$ cat config.mk
export PLATFORM = sky130hd
export DESIGN_NAME = exe2mem_fifo
export DESIGN_NICKNAME = d
export VERILOG_FILES = /design/src/rtl/exe2mem_fifo.sv
export SDC_FILE = /design/constraint.sdc
export NUM_CORES = 1
export LEC_CHECK = 0
export BUFFER_PORTS_ARGS = -buffer_cell sky130_fd_sc_hd__buf_2
export CAP_MARGIN = 20
export CELL_PAD_IN_SITES_DETAIL_PLACEMENT = 1
export CELL_PAD_IN_SITES_GLOBAL_PLACEMENT = 2
export CORE_ASPECT_RATIO = 1.25
export CORE_MARGIN = 1.5
export CORE_UTILIZATION = 38
export DETAILED_ROUTE_END_ITERATION = 7
export PLACE_DENSITY = 0.93
export REMOVE_ABC_BUFFERS = 1
export SETUP_SLACK_MARGIN = 0.02
export SKIP_CTS_REPAIR_TIMING = 1
export SLEW_MARGIN = 5
export SYNTH_ARGS = -nofsm -noshare
export SYNTH_HDL_FRONTEND = slang
export SYNTH_SLANG_ARGS = --single-unit
$ cat constraint.sdc
create_clock -name CLK -period 10.6 [get_ports CLK]
set_clock_uncertainty 0.05 [all_clocks]
set_input_delay 1.06 -clock CLK [delete_from_list [all_inputs] [get_ports CLK]]
set_output_delay 1.06 -clock CLK [all_outputs]
set_load 0.1 [all_outputs]
$ cat src/rtl/exe2mem_fifo.sv
// EXE-to-MEM result queue: selects shifter or ALU result at push and buffers it with its
// writeback/memory control fields in a circular buffer with synchronous flush.
module exe2mem_fifo #(
    parameter int DEPTH  = 2,
    parameter int DATA_W = 32,
    parameter int REG_W  = 6
) (
    input  logic                       CLK,
    input  logic                       RESET,
    input  logic [DATA_W-1:0]          DOUT_SE,
    input  logic [DATA_W-1:0]          ALU_RES_RE,
    input  logic                       SEL_SHIFT_RE,
    input  logic [REG_W-1:0]           DEST_RE,
    input  logic                       WB_RE,
    input  logic                       LOAD_RE,
    input  logic                       STORE_RE,
    input  logic [1:0]                 SIZE_RE,
    input  logic [DATA_W-1:0]          STORE_DATA_RE,
    input  logic                       VALID_RE,
    output logic                       READY_RE,
    input  logic                       FLUSH_RE,
    input  logic                       POP_RM,
    output logic                       VALID_RM,
    output logic [DATA_W-1:0]          RES_RM,
    output logic [REG_W-1:0]           DEST_RM,
    output logic                       WB_RM,
    output logic                       LOAD_RM,
    output logic                       STORE_RM,
    output logic [1:0]                 SIZE_RM,
    output logic [DATA_W-1:0]          STORE_DATA_RM,
    output logic [$clog2(DEPTH):0]     COUNT_RM
);

    localparam int AW = $clog2(DEPTH);
    localparam int CW = AW + 1;

    typedef struct packed {
        logic [DATA_W-1:0] res;
        logic [REG_W-1:0]  dest;
        logic              wb;
        logic              load;
        logic              store;
        logic [1:0]        size;
        logic [DATA_W-1:0] store_data;
    } entry_t;

    entry_t          mem [DEPTH];
    entry_t          head;
    logic [AW-1:0]   wr_ptr;
    logic [AW-1:0]   rd_ptr;
    logic [CW-1:0]   count;
    logic            push;
    logic            pop;

    // Ready looks only at registered occupancy, so MEM's pop never reaches back into EXE.
    assign READY_RE = !RESET && (count != CW'(DEPTH));
    assign VALID_RM = (count != '0);
    assign push     = VALID_RE && READY_RE;
    assign pop      = POP_RM && VALID_RM;

    always_ff @(posedge CLK) begin
        if (push) begin
            mem[wr_ptr] <= '{res:        SEL_SHIFT_RE ? DOUT_SE : ALU_RES_RE,
                             dest:       DEST_RE,
                             wb:         WB_RE,
                             load:       LOAD_RE,
                             store:      STORE_RE,
                             size:       SIZE_RE,
                             store_data: STORE_DATA_RE};
        end
    end

    always_ff @(posedge CLK) begin
        if (RESET || FLUSH_RE) begin
            wr_ptr <= '0;
            rd_ptr <= '0;
            count  <= '0;
        end else begin
            if (push) wr_ptr <= wr_ptr + 1'b1;
            if (pop)  rd_ptr <= rd_ptr + 1'b1;
            case ({push, pop})
                2'b10:   count <= count + 1'b1;
                2'b01:   count <= count - 1'b1;
                default: count <= count;
            endcase
        end
    end

    // Empty queue shows all-zero outputs rather than whatever entry rd_ptr last held.
    assign head          = VALID_RM ? mem[rd_ptr] : '0;
    assign RES_RM        = head.res;
    assign DEST_RM       = head.dest;
    assign WB_RM         = head.wb;
    assign LOAD_RM       = head.load;
    assign STORE_RM      = head.store;
    assign SIZE_RM       = head.size;
    assign STORE_DATA_RM = head.store_data;
    assign COUNT_RM      = count;

endmodule
==> results of run 1 <==
placed cells by master, fill, tap and decap left out, drive strengths merged, types with 2 or more instances in the layout:
| master | n |
|---|---|
| a21oi | 2 |
| buf | 195 |
| clkbuf | 18 |
| clkinv | 2 |
| clkinvlp | 4 |
| dfxtp | 5 |
| edfxtp | 150 |
| inv | 10 |
| mux2 | 32 |
| mux2i | 75 |
| nor2 | 81 |
| o21ai | 3 |
| or3 | 3 |
| xor2 | 2 |
cells by family after synthesis:
kind of cell               share of synthesized area
AOI/OAI and AO/OA                            0.00401
xor gates and xnor gates                     0.00421
adders and majority gates                    0.00200
buffers and inverters                         0.0200
DFF                                            0.737
muxes                                          0.178
and+or+nand+nor                               0.0547
routing by layer:
metal | GRT usage | share of wire | vias up
li1 | - | - | 1799
met1 | 0.174 | 0.39 | 1856
met2 | 0.309 | 0.55 | 112
met3 | 0.0324 | 0.043 | 12
met4 | 0.0585 | 0.0096 | 0
met5 | 0 | 0 | -
cells in the mapped netlist:
| master | count | area [um2] |
|---|---|---|
| xnor2_1 | 1 | 8.76 |
| o21ai_0 | 3 | 15.0 |
| mux2_2 | 30 | 338 |
| ha_1 | 1 | 12.5 |
| buf_4 | 6 | 45.0 |
| nor2_1 | 81 | 304 |
| or2_2 | 1 | 6.26 |
| or3_1 | 3 | 18.8 |
| and3_1 | 1 | 6.26 |
| nor2b_1 | 1 | 6.26 |
| edfxtp_1 | 150 | 4500 |
| a21oi_1 | 2 | 10.0 |
| dfxtp_1 | 5 | 100 |
| inv_1 | 3 | 11.3 |
| clkbuf_1 | 5 | 18.8 |
| mux2_1 | 2 | 22.5 |
| buf_2 | 10 | 50.1 |
| xor2_1 | 2 | 17.5 |
| mux2i_1 | 75 | 751 |
metrics by stage:
stage,util,setup slack [ns]
after floorplan,-,4.91
after global placement,0.459,7.20
after detailed placement,0.459,7.07
after CTS,0.494,6.74
after global routing,0.495,6.56
final,0.495,6.78
sequential cells by signal (all words and copies together), names as in the netlist, named ones only:
register  count
COUNT_RM      2
mem         150
rd_ptr        1
wr_ptr        1
area by class of cell:
| type | instances | area (um2) | area share |
|---|---|---|---|
| clock buffer | 18 | 429 | 0.0537 |
| sequential | 155 | 4610 | 0.577 |
| inverter | 3 | 11.3 | 0.00141 |
| timing repair buffer | 195 | 998 | 0.125 |
| tap | 216 | 270 | 0.0338 |
| multi-input combinational | 203 | 1540 | 0.192 |
| clock inverter | 14 | 135 | 0.0169 |
where the power goes:
part | internal, W | switching (W)
Sequential | 0.000695 | 0.00000600
Clock | 0.000329 | 0.000249
Combinational | 0.0000415 | 0.000124
path summary, 6_finish.rpt:
check                            startpoint         end  slack (ns)  depth (start not counted)
worst min-delay path                 rd_ptr      rd_ptr        0.50                          2
worst max register to register  COUNT_RM[0]  mem[0][29]        7.74                          4
worst min register to register       rd_ptr      rd_ptr        0.50                          2
worst max-delay path               register  RES_RM[27]        6.78                          4
worst max-delay path: cells and delay by family (launching register included):
| family | cells | cell delay (ns) |
|---|---|---|
| buffers and inverters | 2 | 1.19 |
| flip-flops | 1 | 0.70 |
| multiplexers | 1 | 0.20 |
| AND/OR/NAND/NOR | 1 | 0.17 |
==> impl_metrics.py, run 1 <==
metrics = {
    "run_status": {
        "status": "finished clean",
    },
    "flow_run": {
        "drv_cap": 0,
    },
    "power_and_ir_drop": {
        "power_leakage_nw": 3.03,
        "peakVddDrop_mv": 0.0730,
        "power_w": 0.00144,
        "power.density_nw_per_um2": 181,
    },
    "global_route": {
        "grtUsageTotal": 0.161,
        "antenna_found_initial": 0,
        "grt_overflow": 0,
        "grt_pass1_vias": 4191,
        "grt_pass1_wl_um": 21300,
        "grt_max_degree": 77,
    },
    "logic_synthesis": {
        "syn_area_um2": 6250,
        "synthCells": 382,
        "syn_avg_cell_area_um2": 16.4,
        "ys_ff_latch": 155,
        "synth_cell_types": 19,
        "yosysWarnings": 0,
        "yosysSeqAreaShare": 0.737,
    },
    "sta": {
        "drv_slew": 0,
        "max_freq_mhz": 262,
        "max-slew-margin-rel": 0.398,
        "fin_crit_ns": 3.82,
        "setup_viol": 0,
        "setup_tns_ns": 0,
        "finalCritPeriodShare": 0.360,
        "rsz0062_at_grt": "false",
        "finalHoldViolCount": 0,
        "hold_ws_ns": 0.496,
        "tightestPinTransition_ns": 0.901,
    },
    "place": {
        "gp_congestion": 0.727,
        "dpl_cell_area_um2": 7400,
        "placedCellCount": 771,
        "io_buffers": 191,
        "hpwl_um": 8960,
    },
    "finish": {
        "diodes": 0,
        "design_area_um2": 7990,
        "synthToLayoutAreaGrowth_pct": 27.9,
        "nets": 689,
        "nFillCells": 1668,
        "final_cell_count_no_fill": 804,
        "drive_gt1_frac": 0.442,
    },
    "clocking": {
        "cts_root_buffer": "clkbuf_16",
        "clockBufferDepth": 2,
        "cts_tree": "yes",
        "clk_pin_slew_ns": 0.06,
        "cts-buffers-inserted": 17,
        "cts_max_level": 4,
        "clk_latency_ns": 0.41,
        "cts_sinks": 155,
    },
    "floorplanning": {
        "die_h_um": 146,
        "design.core.area_um2": 16100,
        "ios": 192,
        "placementRows": 52,
        "die_x_um": 118,
        "dieArea_um2": 17200,
        "initial_core_util": 0.387,
    },
    "setup_path": {
        "worstSetupPathType": "register to primary output",
        "critPathLaunchType": "register",
        "crit_required_ns": 9.49,
        "cpPeakStageDelay_ns": 0.73,
        "cp-end-kind": "primary output",
        "critPathMaxFanout": 45,
        "crit_slowest_cell": "buf_4",
        "crit_arrival_ns": 2.71,
        "path_cells": "buf_4 > mux2i_1 > nor2_1 > buf_2",
    },
    "detailed_routing": {
        "drtAntennaViolNets": 0,
        "vias": 3779,
        "wirelength_um": 13500,
        "drtIter0Drc": 191,
        "drt-vias-per-instance": 4.70,
        "detail_route.wl_per_cell_um": 16.8,
        "dr.pass1.iters": 4,
        "drc": 0,
    },
    "min_path": {
        "worstHoldPathType": "register to register",
    },
}
(Power assumes the default switching activity.)
==> run 2, diff against run 1 <==
CORE_UTILIZATION = 31   (was 38)
PLACE_DENSITY = 0.83   (was 0.93)
clock period = 3.25 ns   (was 10.6 ns; I/O delays follow)
==> run 2 against run 1 <==
First-iteration DRC count down 19%. Clock power rose to 3.4 times the previous value. Total power increased to 3.3 times the previous value. Count of clock-buffer cells in the layout unchanged. Global-route usage decreased by 2.3 points. Critical endpoint is now RES_RM[2]. Largest power group unchanged. Highest routed layer unchanged.
==> impl_metrics.py, run 2 (same netlist as run 1, synthesis figures left out) <==
metrics = {
    "run_status": {
        "status": "finished clean",
    },
    "clocking": {
        "clk_latency_ns": 0.41,
        "cts_max_level": 4,
        "clockBufferDepth": 2,
        "cts-buffers-inserted": 17,
        "clk_pin_slew_ns": 0.07,
        "cts_tree": "yes",
        "cts_root_buffer": "clkbuf_16",
        "cts_sinks": 155,
    },
    "sta": {
        "max-slew-margin-rel": 0.489,
        "tightestPinTransition_ns": 0.766,
        "setup_tns_ns": 0,
        "max_freq_mhz": 374,
        "fin_crit_ns": 2.68,
        "finalCritPeriodShare": 0.824,
        "rsz0062_at_grt": "false",
        "setup_viol": 0,
        "drv_slew": 0,
        "worst_slack_ns": 0.573,
        "finalHoldViolCount": 0,
    },
    "finish": {
        "nFillCells": 2048,
        "layout.cells.most_common": "buf_2",
        "synthToLayoutAreaGrowth_pct": 29.6,
        "largest_reg_flops": 150,
        "nets": 693,
        "regMostFlops": "mem",
        "final_cell_mix": "191 x buf_2, 150 x edfxtp_1, 79 x nor2_1",
        "drive_gt1_frac": 0.448,
        "utilization": 0.413,
        "design_area_um2": 8090,
    },
    "detailed_routing": {
        "dr.max_layer_used": "met4",
        "dr.pass1.iters": 4,
        "drt-vias-per-instance": 4.39,
        "wl_met2_um": 7350,
        "detail_route.wl_per_cell_um": 16.3,
        "wirelength_um": 13900,
        "dr_wl_met3_um": 724,
        "drtAntennaViolNets": 0,
        "m1WireLength_um": 5740,
        "drtIter0Drc": 155,
        "drc": 0,
        "vias": 3767,
    },
    "min_path": {
        "hold_start": "STORE_DATA_RE[5]",
        "worstHoldPathType": "input port to register",
        "whs_endpoint": "mem[0][5]",
        "holdPathStages": 1,
    },
    "flow_run": {
        "drv_cap": 0,
    },
    "setup_path": {
        "r2r-end": "mem[0][7]",
        "crit_required_ns": 2.87,
        "worstSetupPathType": "register to primary output",
        "cp-end-kind": "primary output",
        "ff2ff_setup_slack_ns": 1.05,
        "reg2reg_depth": 4,
        "crit-reg2reg-launch": "COUNT_RM[0]",
        "critPathLaunchType": "register",
        "crit_arrival_ns": 2.30,
        "critPathMaxFanout": 26,
    },
    "power_and_ir_drop": {
        "power_w": 0.00478,
        "swShare": 0.258,
        "peakVddDrop_mv": 0.342,
        "p_clk_frac": 0.409,
        "p_seq_frac": 0.477,
        "p_sw_w": 0.00123,
        "power.density_nw_per_um2": 591,
        "power_leakage_nw": 3.06,
        "combPwrFrac": 0.113,
        "p_int_w": 0.00355,
    },
    "floorplanning": {
        "die_h_um": 162,
        "dieArea_um2": 21000,
        "placementRows": 57,
        "die_x_um": 130,
        "initial_core_util": 0.318,
        "design.core.area_um2": 19600,
        "ios": 192,
    },
    "place": {
        "io_buffers": 191,
        "hpwl_um": 9770,
        "gp_congestion": 0.679,
        "dp_slack_ns": 0.940,
        "dpl_cell_area_um2": 7500,
    },
    "global_route": {
        "antenna_found_initial": 1,
        "grt_pass1_wl_um": 21700,
        "grt_pass1_vias": 4262,
        "grt_overflow": 0,
        "grtUsageTotal": 0.138,
        "grt_max_degree": 58,
    },
}
-- run 2: power by group through the flow --
| stage | clock (W) | combinational [W] | sequential (W) |
|---|---|---|---|
| final | 0.00196 | 0.000542 | 0.00228 |
| after global routing | 0.00208 | 0.000577 | 0.00229 |
| after CTS | 0.00201 | 0.000551 | 0.00228 |
| after detailed placement | 0 | 0.000550 | 0.00233 |
| after global placement | 0 | 0.000538 | 0.00232 |
| after floorplan | 0 | 0.000377 | 0.00234 |
-- run 2: final cells by class --
class	count	area (um2)	area share
Inverter	3	11.3	0.00139
Clock buffer	18	429	0.0530
Sequential cell	155	4610	0.569
Clock inverter	14	159	0.0196
Antenna cell	1	2.50	0.000309
Timing Repair Buffer	199	1020	0.126
Multi-Input combinational cell	203	1540	0.190
Tap cell	265	332	0.0410
-- run 2: routing by layer --
layer	track usage	vias up
met4	0.0384	0
met2	0.248	113
met5	0	-
met1	0.158	1834
met3	0.0385	9
li1	-	1811
-- run 2: critical path: stages (launching register included) --
cell,delay [ns]
dfxtp_4,0.65
buf_4,0.44
mux2i_1,0.20
nor2_1,0.14
buf_2,0.44
-- run 2: worst max path at each step --
| stage | from | endpoint | depth (start not counted) |
|---|---|---|---|
| floorplan | COUNT_RM[0] | mem[0][0] | 3 |
| global placement | register | RES_RM[17] | 4 |
| detailed placement | register | RES_RM[2] | 4 |
| CTS | COUNT_RM[0] | RES_RM[23] | 4 |
| global route | COUNT_RM[0] | RES_RM[17] | 4 |
| finish | register | RES_RM[2] | 4 |
-- run 2: through the flow --
stage | hold WS [ns] | cells
2_1_floorplan | 0.374 | 361
3_3_place_gp | 0.437 | 825
3_5_place_dp | 0.443 | 825
4_1_cts | 0.0231 | 857
5_1_grt | 0.0233 | 857
6_report | 0.0481 | 858
==> run 3, diff against run 2 <==
CORE_UTILIZATION = 35   (was 31)
PLACE_DENSITY = 0.88   (was 0.83)
clock period = 2.6 ns   (was 3.25 ns; I/O delays follow)
==> run 3 against run 2 <==
Critical path depth unchanged. Die area is 11% lower. Worst hold slack improved by 0.070 ns. Register-to-register slack worse by 0.42 ns. Sequential share of layout area down 3.0 points. Count of clock-buffer cells in the layout increased by 3. Final area rose by 5.5%. Highest routed layer unchanged.
==> impl_metrics.py, run 3 (same netlist as run 1, synthesis figures left out) <==
metrics = {
    "detailed_routing": {
        "vias": 4005,
        "drtIter0Drc": 184,
        "detail_route.wl_per_cell_um": 16.9,
        "drt-vias-per-instance": 4.67,
        "drc": 0,
        "wirelength_um": 14500,
        "drtAntennaViolNets": 0,
        "dr.pass1.iters": 4,
    },
    "power_and_ir_drop": {
        "p_sw_w": 0.00148,
        "peakVddDrop_mv": 0.420,
        "combPwrFrac": 0.120,
        "p_clk_frac": 0.415,
        "power_leakage_nw": 3.25,
        "swShare": 0.242,
        "p_seq_frac": 0.465,
        "p_int_w": 0.00466,
        "power.density_nw_per_um2": 719,
    },
    "finish": {
        "layout.cells.most_common": "buf_2",
        "nFillCells": 1784,
        "drive_gt1_frac": 0.409,
        "diodes": 0,
        "final_cell_mix": "191 x buf_2, 150 x edfxtp_1, 79 x nor2_1",
        "design_area_um2": 8540,
        "regMostFlops": "mem",
        "multiInputGateArea_um2": 1540,
        "largest_reg_flops": 150,
        "final_cell_count_no_fill": 857,
        "seq_area_um2": 4610,
        "nets": 734,
        "synthToLayoutAreaGrowth_pct": 36.7,
    },
    "min_path": {
        "whs_endpoint": "mem[1][50]",
        "holdPathStages": 2,
        "worstHoldPathType": "input port to register",
        "hold_start": "DOUT_SE[7]",
    },
    "global_route": {
        "grt_pass1_vias": 4225,
        "grt_overflow": 0,
        "grt_max_degree": 77,
        "grtUsageTotal": 0.153,
        "antenna_found_initial": 0,
        "grt_pass1_wl_um": 21600,
    },
    "clocking": {
        "cts-buffers-inserted": 17,
        "clockBufferDepth": 2,
        "clk_pin_slew_ns": 0.06,
        "cts_root_buffer": "clkbuf_16",
        "cts_tree": "yes",
        "cts_max_level": 4,
        "cts_sinks": 155,
        "clk_latency_ns": 0.40,
    },
    "sta": {
        "drv_slew": 0,
        "fin_crit_ns": 2.39,
        "setup_viol": 0,
        "finalCritPeriodShare": 0.921,
        "hold_ws_ns": 0.118,
        "finalHoldViolCount": 0,
        "worst_slack_ns": 0.206,
        "setup_tns_ns": 0,
        "max_freq_mhz": 418,
        "max-slew-margin-rel": 0.518,
        "tightestPinTransition_ns": 0.722,
        "rsz0062_at_grt": "false",
    },
    "setup_path": {
        "crit_arrival_ns": 2.08,
        "ff2ff_setup_slack_ns": 0.63,
        "critPathLaunchType": "register",
        "crit_slowest_cell": "dfxtp_4",
        "crit_required_ns": 2.29,
        "cp-end-kind": "primary output",
        "critPathMaxFanout": 26,
        "crit_family": "buffers and inverters",
        "worstSetupPathType": "register to primary output",
        "crit_buf_inv": 2,
        "r2r-end": "COUNT_RM[1]",
        "reg2reg_depth": 5,
        "path_cells": "buf_12 > mux2i_1 > nor2_1 > buf_2",
        "crit-reg2reg-launch": "COUNT_RM[0]",
        "cpPeakStageDelay_ns": 0.66,
    },
    "place": {
        "hpwl_um": 9220,
        "dpl_cell_area_um2": 7500,
        "gp_congestion": 0.689,
        "io_buffers": 191,
        "dp_slack_ns": 0.588,
        "placedCellCount": 782,
    },
    "floorplanning": {
        "initial_core_util": 0.357,
        "design.core.area_um2": 17500,
        "die_h_um": 152,
        "die_x_um": 122,
        "dieArea_um2": 18700,
        "ios": 192,
        "placementRows": 54,
    },
    "run_status": {
        "status": "finished clean",
    },
    "flow_run": {
        "drv_cap": 0,
    },
}
-- run 3: cell types whose count changed in the layout (fill, tap and decap cells not counted), sizes merged --
cell	before	now
diode	1	0
inv	9	4
clkinvlp	4	3
buf	199	197
bufinv	2	4
clkinv	2	3
clkbuf	18	21
dlygate4sd3	0	43
-- run 3: how the worst max path moves through the flow --
stage | to | slack (ns) | cells past startpoint
2_1_floorplan | mem[0][0] | -2.66 | 3
3_3_place_gp | STORE_DATA_RM[11] | 0.63 | 4
3_5_place_dp | STORE_DATA_RM[27] | 0.59 | 4
4_1_cts | STORE_DATA_RM[27] | 0.13 | 4
5_1_grt | STORE_DATA_RM[27] | 0.05 | 4
6_report | STORE_DATA_RM[27] | 0.21 | 4
-- run 3: power by group through the flow --
stage | combinational [W] | sequential [W] | clock, W
after floorplan | 0.000472 | 0.00292 | 0
final | 0.000739 | 0.00286 | 0.00255
after global placement | 0.000674 | 0.00290 | 0
after global routing | 0.000786 | 0.00286 | 0.00270
after CTS | 0.000696 | 0.00286 | 0.00261
after detailed placement | 0.000693 | 0.00291 | 0
-- run 3: layout make-up --
cell class,instances,area share
clock buffer,21,0.0516
inverter,3,0.00132
timing repair buffer,240,0.175
tap,224,0.0328
multi-input combinational,203,0.180
sequential,155,0.540
clock inverter,11,0.0198
-- run 3: metal layers --
| metal | GRT usage | wire length, um | vias up |
|---|---|---|---|
| met5 | 0 | 0 | - |
| met4 | 0.0498 | 189 | 0 |
| met3 | 0.0475 | 706 | 14 |
| met2 | 0.288 | 8050 | 126 |
| met1 | 0.157 | 5550 | 1977 |
| li1 | - | - | 1888 |
-- run 3: metrics by stage --
step                      utilization  power, W
after global placement          0.429   0.00358
after detailed placement        0.429   0.00360
after CTS                       0.463   0.00617
after global routing            0.488   0.00635
final                           0.488   0.00614
after floorplan                     -   0.00339
